===== config.mk =====
export PLATFORM = sky130hd
export DESIGN_NAME = souper_aud_queue
export DESIGN_NICKNAME = d
export VERILOG_FILES = /design/src/rtl/souper_pkg.sv /design/src/rtl/souper_cmd_fifo.sv /design/src/rtl/souper_aud_queue.sv
export SDC_FILE = /design/constraint.sdc
export NUM_CORES = 1
export LEC_CHECK = 0
export CAP_MARGIN = 20
export CORE_UTILIZATION = 51
export CTS_CLUSTER_SIZE = 16
export DETAILED_ROUTE_END_ITERATION = 8
export GPL_ROUTABILITY_DRIVEN = 0
export MAX_ROUTING_LAYER = met4
export PLACE_DENSITY = 0.73
export RECOVER_POWER = 50
export SYNTH_ARGS = -nofsm -noshare
export SYNTH_HDL_FRONTEND = slang
export SYNTH_HIERARCHICAL = 1
export SYNTH_SLANG_ARGS = --single-unit

===== constraint.sdc =====
create_clock -name clk_sys -period 2.5 [get_ports clk_sys]
set_input_delay 0.375 -clock clk_sys [delete_from_list [all_inputs] [get_ports clk_sys]]
set_output_delay 0.375 -clock clk_sys [all_outputs]
set_load 0.05 [all_outputs]

===== src/rtl/souper_pkg.sv =====
// Shared types and defaults for the expansion-audio command queue.
// Holds the handshake FSM state encoding and the default queue sizing.
package souper_pkg;

  typedef enum logic [1:0] {
    IDLE  = 2'd0,
    SETUP = 2'd1,
    WAIT  = 2'd2
  } aud_state_e;

  localparam int DEF_DEPTH   = 4;
  localparam int DEF_TIMEOUT = 4096;

endpackage


===== src/rtl/souper_cmd_fifo.sv =====
// Command byte FIFO for the audio queue.
// Power-of-two depth; a pop frees room for a push in the same cycle.
module souper_cmd_fifo
  import souper_pkg::*;
#(
  parameter int DEPTH = DEF_DEPTH
) (
  input  logic                     clk_sys,
  input  logic                     reset,
  input  logic                     push,
  input  logic                     pop,
  input  logic [7:0]               push_data,
  output logic [7:0]               head,
  output logic [$clog2(DEPTH):0]   count
);

  localparam int AW = $clog2(DEPTH);
  localparam logic [AW:0] FULL = (AW+1)'(DEPTH);

  logic [7:0]    mem [DEPTH];
  logic [AW-1:0] wr_ptr;
  logic [AW-1:0] rd_ptr;
  logic          do_push;
  logic          do_pop;

  assign do_pop  = pop && (count != '0);
  assign do_push = push && ((count != FULL) || do_pop);
  assign head    = mem[rd_ptr];

  always_ff @(posedge clk_sys) begin
    if (do_push) begin
      mem[wr_ptr] <= push_data;
    end
  end

  always_ff @(posedge clk_sys or posedge reset) begin
    if (reset) begin
      wr_ptr <= '0;
      rd_ptr <= '0;
      count  <= '0;
    end else begin
      if (do_push) begin
        wr_ptr <= wr_ptr + 1'b1;
      end
      if (do_pop) begin
        rd_ptr <= rd_ptr + 1'b1;
      end
      unique case ({do_push, do_pop})
        2'b10:   count <= count + 1'b1;
        2'b01:   count <= count - 1'b1;
        default: ;
      endcase
    end
  end

endmodule


===== src/rtl/souper_aud_queue.sv =====
// Queues 6502 writes to $8007 and hands them to the expansion
// processor over a toggle req/ack handshake with timeout.
module souper_aud_queue
  import souper_pkg::*;
#(
  parameter int DEPTH   = DEF_DEPTH,
  parameter int TIMEOUT = DEF_TIMEOUT
) (
  input  logic                   clk_sys,
  input  logic                   reset,
  input  logic                   wr_stb,
  input  logic [7:0]             wr_data,
  input  logic                   aud_ack,
  input  logic                   clr_flags,
  output logic [7:0]             aud_com,
  output logic                   aud_req,
  output logic [$clog2(DEPTH):0] count,
  output logic                   busy,
  output logic                   ovf,
  output logic                   tmo
);

  localparam int CW = $clog2(DEPTH) + 1;
  localparam int TW = $clog2(TIMEOUT);
  localparam logic [CW-1:0] FULL  = CW'(DEPTH);
  localparam logic [TW-1:0] TLAST = TW'(TIMEOUT - 1);

  aud_state_e    state;
  logic          ack_m;
  logic          ack_s;
  logic [TW-1:0] tcnt;
  logic [7:0]    head;
  logic          push;
  logic          pop;
  logic          full;

  assign full = (count == FULL);
  assign pop  = (state == IDLE) && (count != '0);
  assign push = wr_stb && !reset;

  souper_cmd_fifo #(
    .DEPTH (DEPTH)
  ) u_fifo (
    .clk_sys   (clk_sys),
    .reset     (reset),
    .push      (push),
    .pop       (pop),
    .push_data (wr_data),
    .head      (head),
    .count     (count)
  );

  always_ff @(posedge clk_sys or posedge reset) begin
    if (reset) begin
      ack_m <= 1'b0;
      ack_s <= 1'b0;
    end else begin
      ack_m <= aud_ack;
      ack_s <= ack_m;
    end
  end

  always_ff @(posedge clk_sys or posedge reset) begin
    if (reset) begin
      ovf <= 1'b0;
    end else if (wr_stb && full && !pop) begin
      ovf <= 1'b1;
    end else if (clr_flags) begin
      ovf <= 1'b0;
    end
  end

  // Later tmo assignment in WAIT overrides the clear, so a set wins.
  always_ff @(posedge clk_sys or posedge reset) begin
    if (reset) begin
      state   <= IDLE;
      aud_com <= 8'h00;
      aud_req <= 1'b0;
      busy    <= 1'b0;
      tcnt    <= '0;
      tmo     <= 1'b0;
    end else begin
      if (clr_flags) begin
        tmo <= 1'b0;
      end
      unique case (state)
        IDLE: begin
          if (pop) begin
            aud_com <= head;
            state   <= SETUP;
            busy    <= 1'b1;
          end
        end
        SETUP: begin
          aud_req <= ~ack_s;
          tcnt    <= '0;
          state   <= WAIT;
        end
        WAIT: begin
          if (ack_s == aud_req) begin
            state <= IDLE;
            busy  <= 1'b0;
          end else if (tcnt == TLAST) begin
            tmo   <= 1'b1;
            state <= IDLE;
            busy  <= 1'b0;
          end else if (tcnt != '1) begin
            tcnt <= tcnt + 1'b1;
          end
        end
        default: begin
          state <= IDLE;
          busy  <= 1'b0;
        end
      endcase
    end
  end

endmodule


# Word level (Yosys, flattened, before mapping)
# Memory sizes are Yosys's and may differ from the RTL's. A register that Yosys moved wholly into a read port is not among the register bits.
# Index checks and enable logic that the tools add are counted.
[totals] ram_bits=32 reg_bits=27 n_memories=1 input_bits=13
[mem_list] name="u_fifo.mem" words=4 width=8 read_ports=1 rd_clocked_by_memory_dff=1 wr=1 line_no="souper_cmd_fifo.sv:20" rtl="logic [7:0] mem [DEPTH];"
[classes] reduce_logical=18 n_eq_ne=14 n_addsub=5 n_bitwise=2 muxes=21
[op_table] cell="2-to-1 mux 12 bit" n=3
[op_table] cell="case mux 12 bit (2 select lines)" n=1
[op_table] cell="adder 12 x 1 -> 12 bit, second input constant" n=1
[op_table] cell="equality test 12 bit, second input constant" n=1
[op_table] cell="inequality test 12 bit, second input constant" n=1
[op_table] cell="2-to-1 mux 1 bit" n=11
[op_table] cell="inequality test 2 bit, second input constant" n=4
[op_table] cell="logical AND 1 bit" n=6
[op_table] cell="2-to-1 mux 2 bit" n=3
[op_table] cell="inequality test 3 bit, second input constant" n=2
[op_table] cell="case mux 2 bit (3 select lines)" n=1
[op_table] cell="case mux 3 bit (2 select lines)" n=1
[op_table] cell="nonzero test 2 bit" n=3
[op_table] cell="adder 2 x 1 -> 2 bit, second input constant" n=2
[op_table] cell="equality test 2 x 1 -> 1 bit, second input constant" n=2
[op_table] cell="equality test 2 bit, second input constant" n=2
[op_table] cell="AND reduction 2 bit" n=2
[op_table] cell="AND reduction 4 bit" n=1
[op_table] cell="adder 3 x 1 -> 3 bit, second input constant" n=1
[op_table] cell="equality test 3 bit, second input constant" n=1
[op_table] cell="case mux 1 bit (3 select lines)" n=1
[op_table] cell="AND reduction 3 bit" n=1
[op_table] cell="nonzero test 3 bit" n=1
[op_table] cell="subtractor 3 x 1 -> 3 bit, second input constant" n=1
[op_table] cell="other kinds (5)" n=7

# Depth between registers and ports, before layout
# Gate-level depths: netlist of the first run.
[logic_depth] ltp_word=7 ltp_mapped=9 ltp_nobuf=8

# Modules after synthesis
# Netlist of the first run, hierarchy kept.
[modules_own_cells] mod="souper_cmd_fifo" area_each_um2=1656.6 seq_area_each_um2=1136.1 instances=1 cells_each=95
[modules_own_cells] mod="souper_aud_queue" area_each_um2=1325.0 seq_area_each_um2=700.7 instances=1 cells_each=117

# Worst setup path after synthesis of the first run
# No wires, ideal clock.
[synth_path] path_type="register -> register" startpoint="reg u_fifo.count[1]" endpoint="reg u_fifo.count[2]" path_stages_with_launch=10 synth_period_minus_slack_ns=2.948 path_slack_ns=-0.448 required_ns=2.417 arrival_ns=2.865 path_cell_list="dfrtp_1 -> nor3_1 -> nor3_2 -> buf_2 -> nor2b_1 -> nand2_1 -> fa_1 -> or4b_1 -> o31ai_1 -> o21bai_1"
[synth_via] elab_chain_cells=7 word_cells_on_any_way=12 classes_between="add/sub (2); eq/ne (3); mux (1); reduce/logical (6)"
[synth_rtl] item="from (decl)" line_no="souper_cmd_fifo.sv:14" rtl="output logic [$clog2(DEPTH):0] count"
[synth_rtl] item="from (signal assigned)" line_no="souper_cmd_fifo.sv:49" rtl="2'b10: count <= count + 1'b1;"
[synth_rtl] item="from (signal assigned)" line_no="souper_cmd_fifo.sv:50" rtl="2'b01: count <= count - 1'b1;"
[synth_rtl] item="nonzero test 3 bit *" line_no="souper_aud_queue.sv:38" rtl="assign pop = (state == IDLE) && (count != '0);"
[synth_rtl] item="logical AND 1 bit *" line_no="souper_aud_queue.sv:38"
[synth_rtl] item="named net pop" line_no="souper_aud_queue.sv:34" rtl="logic pop;"
[synth_rtl] item="logical AND 1 bit *" line_no="souper_cmd_fifo.sv:26" rtl="assign do_pop = pop && (count != '0);"
[synth_rtl] item="logical OR 1 bit" line_no="souper_cmd_fifo.sv:27" rtl="assign do_push = push && ((count != FULL) || do_pop);"
[synth_rtl] item="logical AND 1 bit" line_no="souper_cmd_fifo.sv:27"
[synth_rtl] item="equality test 2 x 1 -> 1 bit or equality test 2 bit (tied branches)" line_no="souper_cmd_fifo.sv:48" rtl="unique case ({do_push, do_pop})"
[synth_rtl] item="case mux 3 bit (2 select lines) or nonzero test 2 bit (tied branches)"
# The timed path passes the listed nets; every way through them passes the cells marked *.
# A chain may end at the register's enable or synchronous reset.

# Worst setup path after layout of the first run
# Ends and elaborated chain as after synthesis.

==> results of run 1 <==
## metrics by stage
stage / cells / instance area, µm² / power [mW] / hold slack [ps]
floorplan: 212 / 3020 / 2.92 / 178
global route: 323 / 3550 / 4.45 / 372
finish: 323 / 3550 / 4.21 / 351
global placement: 307 / 3360 / 3.36 / 335
detailed placement: 307 / 3360 / 3.38 / 337
CTS: 323 / 3550 / 4.26 / 338
## flip-flops by register name (all words and copies together) (netlist names)
| name | cells |
|---|---|
| ovf | 1 |
| tmo | 1 |
| ack_s | 1 |
| u_fifo/mem | 32 |
| aud_com | 8 |
| tcnt | 12 |
| u_fifo/count | 3 |
| busy | 1 |
| u_fifo/wr_ptr | 2 |
| aud_req | 1 |
| u_fifo/rd_ptr | 2 |
| state | 2 |
| ack_m | 1 |
## worst register-to-register path, delay by kind of cell, from the launching register on
kind	cells	cell delay [ps]
AND/OR/NAND/NOR	5	1160
flip-flops	1	490
AO/OA/AOI/OAI	2	210
adder cells (fa/ha/maj)	1	360
## final timing paths
| kind | startpoint | endpoint |
|---|---|---|
| setup / recovery | u_fifo/count[1] | u_fifo/count[2] |
| hold / removal | ack_m | ack_s |
| setup reg to reg | u_fifo/count[1] | u_fifo/count[2] |
| hold reg to reg | ack_m | ack_s |
| max in group asynchronous | reset | aud_com[7] |
| min in group asynchronous | reset | u_fifo/count[2] |
## area by class of cell
class	instances	share of cell area, %
clock buffers	9	3.49
clock inverters	7	1.90
inverters	11	1.16
multi-input cells	127	30.7
flip-flops and latches	67	52.0
well taps	72	2.54
repair buffers	30	8.15
## kinds of logic (layout without fill, tap and decap cells)
family          count (synthesis)  in the layout  share of synthesized area [%]
mux                            21             21                           10.9
fa+ha+maj                       6              6                           2.77
buf+inv                        18             57                           2.56
simple gates                   62             62                           12.3
flops                          67             67                           61.6
compound gates                 32             32                           8.14
xor+xnor                        6              6                           1.76
## power by group through the flow
| stage | logic [mW] | clock network (mW) | registers (mW) |
|---|---|---|---|
| after floorplan | 0.931 | 0 | 1.99 |
| after global placement | 1.65 | 0 | 1.71 |
| after CTS | 1.67 | 0.885 | 1.70 |
| after global routing | 1.79 | 0.921 | 1.74 |
| after detailed placement | 1.66 | 0 | 1.72 |
| final | 1.65 | 0.860 | 1.70 |
## Yosys cell counts, types with 5 or more instances
cell      instances  area [µm²]
nand2_1          20        75.1
ha_1              5        62.6
mux2_2            8        90.1
inv_1            10        37.5
edfxtp_1         32         961
and2_1            6        37.5
nand3_1           5        25.0
dfrtp_1          35         876
mux4_2            8         180
nor2_1            6        22.5
## layer usage
metal / vias up / GRT usage (%) / routed length, µm
met2: 40 / 30.0 / 2620
met1: 876 / 25.0 / 2330
li1: 861 / - / -
met5: - / - / 0
met3: 14 / 3.84 / 151
met4: 0 / 11.1 / 150
==> impl_metrics.toml, run 1 <==
[status]
status = "finished with violations"
violations = "capacitance limit"

[synthesis]
yosysSeqAreaShare_pct = 61.6
synth_nets = 231
yosysWarnings = 6
async_reset_ff_share_pct = 52.2
synth_cell_types = 56
synth-seq-cells = 67
synth_edf_count = 32
syn-cell-area_mm2 = 0.00298
synthCells = 212
synth_ff_type = "dfrtp_1"
syn_area_per_cell_um2 = 14.1

[worst_setup_path]
crit_path_end_kind = "flop"
critPathTopFamily = "simple AND/OR/NAND/NOR gates"
cp_max_fo = 11
crit_chain = "nor3_4, nor3_4, nor2b_2, nand2_1, fa_2, or4b_1, o31ai_1, o21bai_1"
required_ps = 2760
crit_buf_inv = 0
critPathLaunchType = "flop"
crit_path_max_incr_delay_ps = 490
critPathKind = "flop to flop"
reg2reg_depth = 8
cp_num_cells = 8
cp_common_cell = "nor3_4"
arrival_ps = 2540
rrSetupSlack_ps = 220
crit_path_top_delay_cell = "dfrtp_4"

[drt]
drc = 0
initialDrtViolationCount = 120
firstDrtPassIters = 4
vias = 1791
antenna_left = 0
wl_um = 5260
wl_per_cell_um = 16.3
vias_per_cell = 5.54

[sta]
hold_violations = 0
max_slew.worst_pin.slew_ps = 1500
setup_violations = 0
fin_tns_setup_ps = 0
period_needed_ps = 2280
slew_violations = 0
worst_slack_ps = 219
maxSlewHeadroom_pct = 0.168
grt_setup_unrepaired = "false"
fmax_mhz = 438
skew_ps = 7.90
finalCritPeriodShare_pct = 91.2

[finish]
seqCellArea_mm2 = 0.00185
final_nets = 265
final_util_pct = 63.7
fillers = 436
diodes = 0
area_delta_synth_final_pct = 19.0
multi_input_area_mm2 = 0.00109
drive_above_1_share_pct = 18.7
final_cell_mix = "dfrtp_1 (32), edfxtp_1 (32), nand2_1 (20), clkdlybuf4s50_1 (17)"

[placement]
place_ws_ps = 197
port-buffer-count = 27
dp_hpwl_um = 3640

[power_and_ir_drop]
seqPwrFrac_pct = 40.3
ir_drop_mv = 0.631
p_sw_share_pct = 38.4
switchingPower_mw = 1.62
intPower_mw = 2.59
power_frac_comb_pct = 39.3
power_frac_clock_pct = 20.4
p_per_area_mw_per_mm2 = 1190
leakage_nw = 1.37

[grt]
grt_pass1_wl_um = 8700
antenna_found_initial = 0
grt_max_degree = 29
overflow = 0
globalRouteTotalUtil_pct = 19.7
first_global_vias = 1823

[die]
die_h_um = 78.5
num_rows = 27
coreArea_mm2 = 0.00557
initial_core_util_pct = 53.5
design.die.area_mm2 = 0.00616
dieWidth_um = 78.5
ios = 28

[job]
cap_violations = 1

[clocking]
cts_sinks = 67
clk_latency_ps = 330
root_buffer = "clkbuf_8"
cts_made_buffers = 9
ctsHtreeMaxLevel = 3
cts_buffer_depth = 2
postCtsSetupBuffers = 0
clk_pin_slew_ps = 70
cts_resized = 0
cts_tree = "yes"
cts.hold.buffers_added = 0

[min_path]
min_path_cells = 0
hold_class = "flop to flop"
(Power assumes the default switching activity.)
==> run 2, diff against run 1 <==
- CAP_MARGIN: 20 -> default
- CORE_UTILIZATION: 51 -> 45
- PLACE_DENSITY: 0.73 -> 0.63
- clock period: 2.5 -> 2.6 ns (I/O delays scaled with it)
==> impl_metrics.toml, run 2 (synthesis gave the netlist of run 1 again) <==
[drt]
wl_um = 5280
drc = 0
wl_per_cell_um = 16.0
vias_per_cell = 5.42
initialDrtViolationCount = 128
antenna_left = 0
vias = 1783
firstDrtPassIters = 4

[die]
design.die.area_mm2 = 0.00696
dieWidth_um = 83.4
coreArea_mm2 = 0.00639
initial_core_util_pct = 46.7
ios = 28
die_h_um = 83.4
num_rows = 29

[sta]
slew_violations = 29
grt_setup_unrepaired = "false"
maxSlewHeadroom_pct = -4.58
fmax_mhz = 424
max_slew.worst_pin.slew_ps = 1570
setup_violations = 0
finalHoldWorstSlack_ps = 340
fin_tns_setup_ps = 0
finalCritPeriodShare_pct = 90.7
hold_violations = 0
skew_ps = 7.18
period_needed_ps = 2360

[worst_setup_path]
arrival_ps = 2400
crit_path_top_delay_cell = "nor3_1"
critPathKind = "flop to flop"
crit_path_end_kind = "flop"
cp_max_fo = 17
crit_path_max_incr_delay_ps = 490
critPathLaunchType = "flop"
required_ps = 2640
crit_chain = "nor3_1, nor3_4, buf_4, o41a_1, and2_1"

[min_path]
hold_class = "flop to flop"

[clocking]
clk_latency_ps = 330
cts.hold.buffers_added = 0
postCtsSetupBuffers = 0
root_buffer = "clkbuf_8"
ctsHtreeMaxLevel = 3
cts_sinks = 67
cts_buffer_depth = 2
cts_resized = 0
clk_pin_slew_ps = 70
cts_tree = "yes"
cts_made_buffers = 9

[finish]
reg.largest.list = "u_fifo/mem (32), tcnt (12), aud_com (8)"
final_area_mm2 = 0.00358
diodes = 0
final_cell_mix = "dfrtp_1 (32), edfxtp_1 (32), nand2_1 (20), clkdlybuf4s50_1 (17)"
drive_above_1_share_pct = 17.5
final_nets = 266
regMostFlops = "u_fifo/mem"
area_delta_synth_final_pct = 20.1
largest_register_ffs = 32

[grt]
grt_pass1_wl_um = 9220
antenna_found_initial = 0
grt_max_degree = 29
first_global_vias = 1832
overflow = 0
globalRouteTotalUtil_pct = 18.0

[status]
violations = "capacitance limit, slew limit"
status = "finished with violations"

[placement]
placed_area_mm2 = 0.00336
dp_hpwl_um = 3610
port-buffer-count = 27

[job]
cap_violations = 1

[power_and_ir_drop]
leakage_nw = 1.39
p_per_area_mw_per_mm2 = 1180
ir_drop_mv = 0.782
total_power_mw = 4.21
[run 2: report_power, final]
| part | switching, mW | internal, mW | total, mW |
|---|---|---|---|
| logic | 0.918 | 0.692 | 1.61 |
| clock network | 0.374 | 0.635 | 1.01 |
| registers | 0.242 | 1.35 | 1.60 |
| total | 1.53 | 2.68 | 4.21 |
[run 2: stage by stage]
| stage | setup WS (ps) | cells | utilization, % |
|---|---|---|---|
| 2_1_floorplan | 0.365 | 212 | - |
| 3_3_place_gp | 240 | 313 | 52.6 |
| 3_5_place_dp | 184 | 313 | 52.6 |
| 4_1_cts | 337 | 329 | 56.2 |
| 5_1_grt | 99.6 | 329 | 56.1 |
| 6_report | 242 | 329 | 56.1 |
[run 2: area by class of cell]
cell class / instances / area, µm²
fill: 526 / 2800
sequential: 67 / 1840
multi-input combinational: 127 / 1070
timing repair buffer: 31 / 297
clock buffer: 11 / 131
clock inverter: 5 / 101
tap: 77 / 96.3
inverter: 11 / 41.3
[run 2: routing by layer]
| metal | GRT usage, % | share of wire, % |
|---|---|---|
| met5 | - | 0 |
| met4 | 4.39 | 0.36 |
| met3 | 6.06 | 3.9 |
| met2 | 27.8 | 50 |
| met1 | 23.0 | 45 |
[run 2: path summary, 6_finish.rpt]
check,startpoint,endpoint,slack (ps),cells past startpoint
worst max-delay path,u_fifo/count[2],u_fifo/mem[1][6],240,5
worst min-delay path,ack_m,ack_s,340,0
worst max register to register,u_fifo/count[2],u_fifo/mem[1][6],240,5
worst min register to register,ack_m,ack_s,340,0
max in group asynchronous,reset,ack_m,590,3
min in group asynchronous,reset,u_fifo/count[2],490,2
[run 2: critical path: cells and delay by family, from the launching register on]
family / cells / cell delay (ps)
DFF: 1 / 460
AOI/OAI and AO/OA: 1 / 440
buffers and inverters: 1 / 230
and+or+nand+nor: 3 / 940
